$ cat src/rtl/axi_slave_write_ctrl.sv
`default_nettype none
// ============================================================================
// Module      : axi_slave_write_ctrl
// Description : Slave-side AXI write responder. It takes one AW burst, turns
//               each W beat into a word write on an SRAM port, then returns B.
// Revision    : 1.0 - initial release
// ============================================================================
module axi_slave_write_ctrl #(
    parameter int IDS_W  = 8,
    parameter int ADDR_W = 32,
    parameter int DATA_W = 32,
    parameter int LEN_W  = 4,
    parameter int MEM_AW = 14
) (
    input  logic                ACLK,
    input  logic                ARESETn,
    input  logic [IDS_W-1:0]    AWID,
    input  logic [ADDR_W-1:0]   AWADDR,
    input  logic [LEN_W-1:0]    AWLEN,
    input  logic [2:0]          AWSIZE,
    input  logic [1:0]          AWBURST,
    input  logic                AWVALID,
    output logic                AWREADY,
    input  logic [DATA_W-1:0]   WDATA,
    input  logic [DATA_W/8-1:0] WSTRB,
    input  logic                WLAST,
    input  logic                WVALID,
    output logic                WREADY,
    output logic [IDS_W-1:0]    BID,
    output logic [1:0]          BRESP,
    output logic                BVALID,
    input  logic                BREADY,
    output logic                mem_we,
    output logic [MEM_AW-1:0]   mem_addr,
    output logic [DATA_W-1:0]   mem_wdata,
    output logic [DATA_W/8-1:0] mem_bwe
);

    typedef enum logic [1:0] {
        ST_IDLE = 2'd0,
        ST_DATA = 2'd1,
        ST_RESP = 2'd2
    } state_t;

    localparam logic [2:0] SIZE_4B     = 3'b010;
    localparam logic [1:0] BURST_FIXED = 2'b00;
    localparam logic [1:0] BURST_INCR  = 2'b01;

    state_t              state_q, state_d;
    logic [IDS_W-1:0]    id_q,    id_d;
    logic [MEM_AW-1:0]   addr_q,  addr_d;
    logic [LEN_W-1:0]    len_q,   len_d;
    logic                incr_q,  incr_d;
    logic [LEN_W-1:0]    cnt_q,   cnt_d;
    logic                err_q,   err_d;

    logic                w_beat;
    logic                w_last_cnt;

    always_ff @(posedge ACLK or negedge ARESETn) begin
        if (!ARESETn) begin
            state_q <= ST_IDLE;
            id_q    <= '0;
            addr_q  <= '0;
            len_q   <= '0;
            incr_q  <= 1'b0;
            cnt_q   <= '0;
            err_q   <= 1'b0;
        end else begin
            state_q <= state_d;
            id_q    <= id_d;
            addr_q  <= addr_d;
            len_q   <= len_d;
            incr_q  <= incr_d;
            cnt_q   <= cnt_d;
            err_q   <= err_d;
        end
    end

    // Handshake readiness is decoded from state so reset drops it asynchronously.
    assign AWREADY    = (state_q == ST_IDLE);
    assign WREADY     = (state_q == ST_DATA);
    assign BVALID     = (state_q == ST_RESP);
    assign BID        = id_q;
    assign BRESP      = (BVALID && err_q) ? 2'b10 : 2'b00;
    assign w_beat     = WVALID && WREADY;
    assign w_last_cnt = (cnt_q == len_q);

    // Writes use the error state as of the start of the beat; a WLAST mismatch
    // only suppresses the beats that follow it.
    assign mem_we    = w_beat && !err_q;
    assign mem_addr  = addr_q;
    assign mem_wdata = WDATA;
    assign mem_bwe   = mem_we ? WSTRB : '0;

    always_comb begin
        state_d = state_q;
        id_d    = id_q;
        addr_d  = addr_q;
        len_d   = len_q;
        incr_d  = incr_q;
        cnt_d   = cnt_q;
        err_d   = err_q;
        unique case (state_q)
            ST_IDLE: begin
                if (AWVALID) begin
                    state_d = ST_DATA;
                    id_d    = AWID;
                    addr_d  = AWADDR[MEM_AW+1:2];
                    len_d   = AWLEN;
                    incr_d  = (AWBURST == BURST_INCR);
                    cnt_d   = '0;
                    err_d   = (AWSIZE != SIZE_4B) ||
                              ((AWBURST != BURST_FIXED) && (AWBURST != BURST_INCR));
                end
            end
            ST_DATA: begin
                if (w_beat) begin
                    cnt_d = cnt_q + 1'b1;
                    if (incr_q) begin
                        addr_d = addr_q + 1'b1;
                    end
                    if (WLAST != w_last_cnt) begin
                        err_d = 1'b1;
                    end
                    if (w_last_cnt) begin
                        state_d = ST_RESP;
                    end
                end
            end
            ST_RESP: begin
                if (BREADY) begin
                    state_d = ST_IDLE;
                end
            end
            default: begin
                state_d = ST_IDLE;
            end
        endcase
    end

endmodule
`default_nettype wire

$ cat config.mk
export PLATFORM = sky130hd
export DESIGN_NAME = axi_slave_write_ctrl
export DESIGN_NICKNAME = d
export VERILOG_FILES = /design/src/rtl/axi_slave_write_ctrl.sv
export SDC_FILE = /design/constraint.sdc
export NUM_CORES = 1
export LEC_CHECK = 0
export CAP_MARGIN = 20
export CORE_MARGIN = 2
export CORE_UTILIZATION = 37
export DETAILED_ROUTE_END_ITERATION = 7
export HOLD_SLACK_MARGIN = 0.06
export PLACE_DENSITY_LB_ADDON = 0.15
export SLEW_MARGIN = 20
export SYNTH_ARGS = -nofsm -noshare
export SYNTH_HDL_FRONTEND = slang
export SYNTH_SLANG_ARGS = --single-unit
$ cat constraint.sdc
create_clock -name ACLK -period 4.5 [get_ports ACLK]
set_clock_uncertainty 0.05 [all_clocks]
set_input_delay 1.125 -clock ACLK [delete_from_list [all_inputs] [get_ports ACLK]]
set_output_delay 1.125 -clock ACLK [all_outputs]
set_load 0.005 [all_outputs]
==> qor.txt <==
Clk pin slew, worst setup/hold paths = 0.08 ns
CP Buf/Inv Count = 3
outcome = finished, final reports clean
Final Cycle Share = 0.878
Core ar. = 5540 um2
CTS Buf Count = 5
final hold violations = 0
Yosys cell types = 45
initial antenna violation count = 0
CP required = 3.32 ns
vias = 1686
Worst setup EP type = primary output
Worst setup SP type = input port
CTS HTree Levels = 2
antenna violation net count after detailed routing = 0
total grt overflow = 0
DIE AREA = 6380 um2
Setup WS pre-CTS = 0.544 ns
critical-path cell list = clkdlybuf4s50_1 -> inv_1 -> nor3_1 -> and2_1 -> clkdlybuf4s50_1
root buf cell = clkbuf_8
Avg Cell Area, Syn = 9.86 um2
Synth Register Bits = 34
CP max stage delay = 0.49 ns
Post-layout nets = 347
first-pass GRT wire length = 7580 um
clk buf depth = 2
Crit path max-delay family = buffers and inverters
post-route cell area = 2750 um2
TNS Setup = 0 ns
length of the first detailed-routing pass in iterations = 4
Max Freq = 253 MHz
gr usage total = 0.151
Peak VDD IR = 0.273 mV
Layout Utilization = 0.497
Async SR Flop Fraction = 1.00
number of cell rows = 27
GPL Wtd Cong = 0.765
drt wl/cell = 14.3 um
DRC errors left = 0
Placed Area = 2640 um2
Max stage delay cell, worst path = clkdlybuf4s50_1
# IOs = 155
share of layout cells above drive strength 1 = 0.137
minimum clock period after layout = 3.95 ns
DR iter-0 viols = 101
area grow syn2layout = 29.2%
post-synthesis sequential area ratio = 0.399
Synth Instances = 216
RSZ-0062 raised after global routing = false
# setup viols final = 0
Initial Util = 0.385
DP Wirelength = 3300 um
CTS tree = done
worst setup margin = 0.551 ns
n_diodes = 0
fillcell total = 552
Sink Count = 34
DIE HEIGHT = 79.9 um
setup bufs post-CTS = 0
Max Slew Vio Count = 0
largest net degree at the start of global routing = 36
CP most frequent cell = clkdlybuf4s50_1
IO buf count = 71
number of synthesized flops with an enable pin = 0
Mapped Nets = 309
Worst-Skew Late Latency = 0.28 ns
post_cts resized = 0
crit-path max FO = 5
maxcap violations = 0
ys flop type = dfrtp_1
leakage = 0.00109 uW
cell area after synthesis = 2130 um2
vias in the first global route = 1587
Hold Path Class = flop to flop
cts-stage hold buffer count = 0
critical path arrival = 2.77 ns
crit path kind = input port to primary output
Die Width = 79.9 um
DRT Wirelength = 4660 um
PD cells = 626 nW/um2
via/cell ratio = 5.16
number of synthesis warnings = 0
[cells in the mapped netlist (all sizes together), types with 2 or more instances]
| library cell | instances | area [um2] |
|---|---|---|
| a21oi | 18 | 97.6 |
| a22o | 3 | 26.3 |
| a2bb2oi | 5 | 43.8 |
| a31oi | 2 | 27.5 |
| and2 | 6 | 37.5 |
| and3 | 3 | 18.8 |
| and4 | 4 | 35.0 |
| buf | 42 | 314 |
| clkbuf | 2 | 8.75 |
| dfrtp | 34 | 851 |
| ha | 2 | 25.0 |
| inv | 4 | 17.5 |
| mux2 | 13 | 146 |
| nand2 | 12 | 45.0 |
| nand3 | 8 | 40.0 |
| nand4 | 3 | 18.8 |
| nor2 | 10 | 37.5 |
| nor3 | 2 | 10.0 |
| nor3b | 2 | 20.0 |
| o21ai | 11 | 55.1 |
| o22ai | 8 | 50.1 |
| xor2 | 6 | 52.6 |
[metrics by stage]
step,total power [uW],hold WS [ns],std cells
2_1_floorplan,1120,0.451,216
3_3_place_gp,1440,0.440,319
3_5_place_dp,1450,0.446,319
4_1_cts,1740,0.463,327
5_1_grt,1860,0.474,327
6_report,1720,0.459,327
[layer usage]
layer  wire (um)  global-route usage  up-vias
met5           0                   0        -
met4          47              0.0458        0
met3         460              0.0588        6
met2        2130               0.230       73
met1        2020               0.198      792
li1            -                   -      815
[kinds of logic after synthesis]
kind of cell	synth area share
fa+ha+maj	0.0117
xor+xnor	0.0288
simple gates	0.154
mux	0.0734
flops	0.399
other cells	0.00176
compound gates	0.171
buf+inv	0.160
[final cells by class]
cell class	count	area, um2	share of cell area
inverter	4	17.5	0.00636
clock buffer	5	68.8	0.0250
clock inverter	3	45.0	0.0164
tap	72	90.1	0.0327
timing repair buffer	75	741	0.269
multi-input combinational	134	940	0.341
sequential	34	851	0.309
[registers in the layout (all words and copies together) (netlist names)]
signal    cells
mem_addr     14
BID           8
cnt_q         4
len_q         4
state_q       2
err_q         1
incr_q        1
[power breakdown]
group          switching, uW  internal, uW  leakage (uW)
sequential               157           453      0.000401
combinational            358           471      0.000635
clock                    119           165     0.0000504
[layout by cell type, fill, tap and decap left out, drive strengths merged, types with 5 or more instances in the layout]
| cell | synthesis | final |
|---|---|---|
| a2bb2oi | 5 | 5 |
| xor2 | 6 | 6 |
| and2 | 6 | 6 |
| nand3 | 8 | 8 |
| dfrtp | 34 | 34 |
| o22ai | 8 | 8 |
| a21oi | 18 | 18 |
| o21ai | 11 | 11 |
| mux2 | 13 | 13 |
| clkdlybuf4s50 | 0 | 71 |
| nand2 | 12 | 12 |
| nor2 | 10 | 10 |
| clkbuf | 2 | 5 |
[final timing paths]
| path | startpoint | to | slack (ns) | depth (start not counted) |
|---|---|---|---|---|
| min reg2reg | BID[2]$_DFFE_PN0P_ | BID[2]$_DFFE_PN0P_ | 0.46 | 1 |
| min in group asynchronous | ARESETn | BID[2]$_DFFE_PN0P_ | 1.20 | 2 |
| max reg2reg | state_q[0]$_DFFE_PN0P_ | mem_addr[9]$_DFFE_PN0P_ | 2.57 | 5 |
| max in group asynchronous | ARESETn | mem_addr[12]$_DFFE_PN0P_ | 2.88 | 2 |
| max | WVALID | mem_bwe[0] | 0.55 | 5 |
| min | BID[2]$_DFFE_PN0P_ | BID[2]$_DFFE_PN0P_ | 0.46 | 1 |
(Power assumes the default switching activity.)
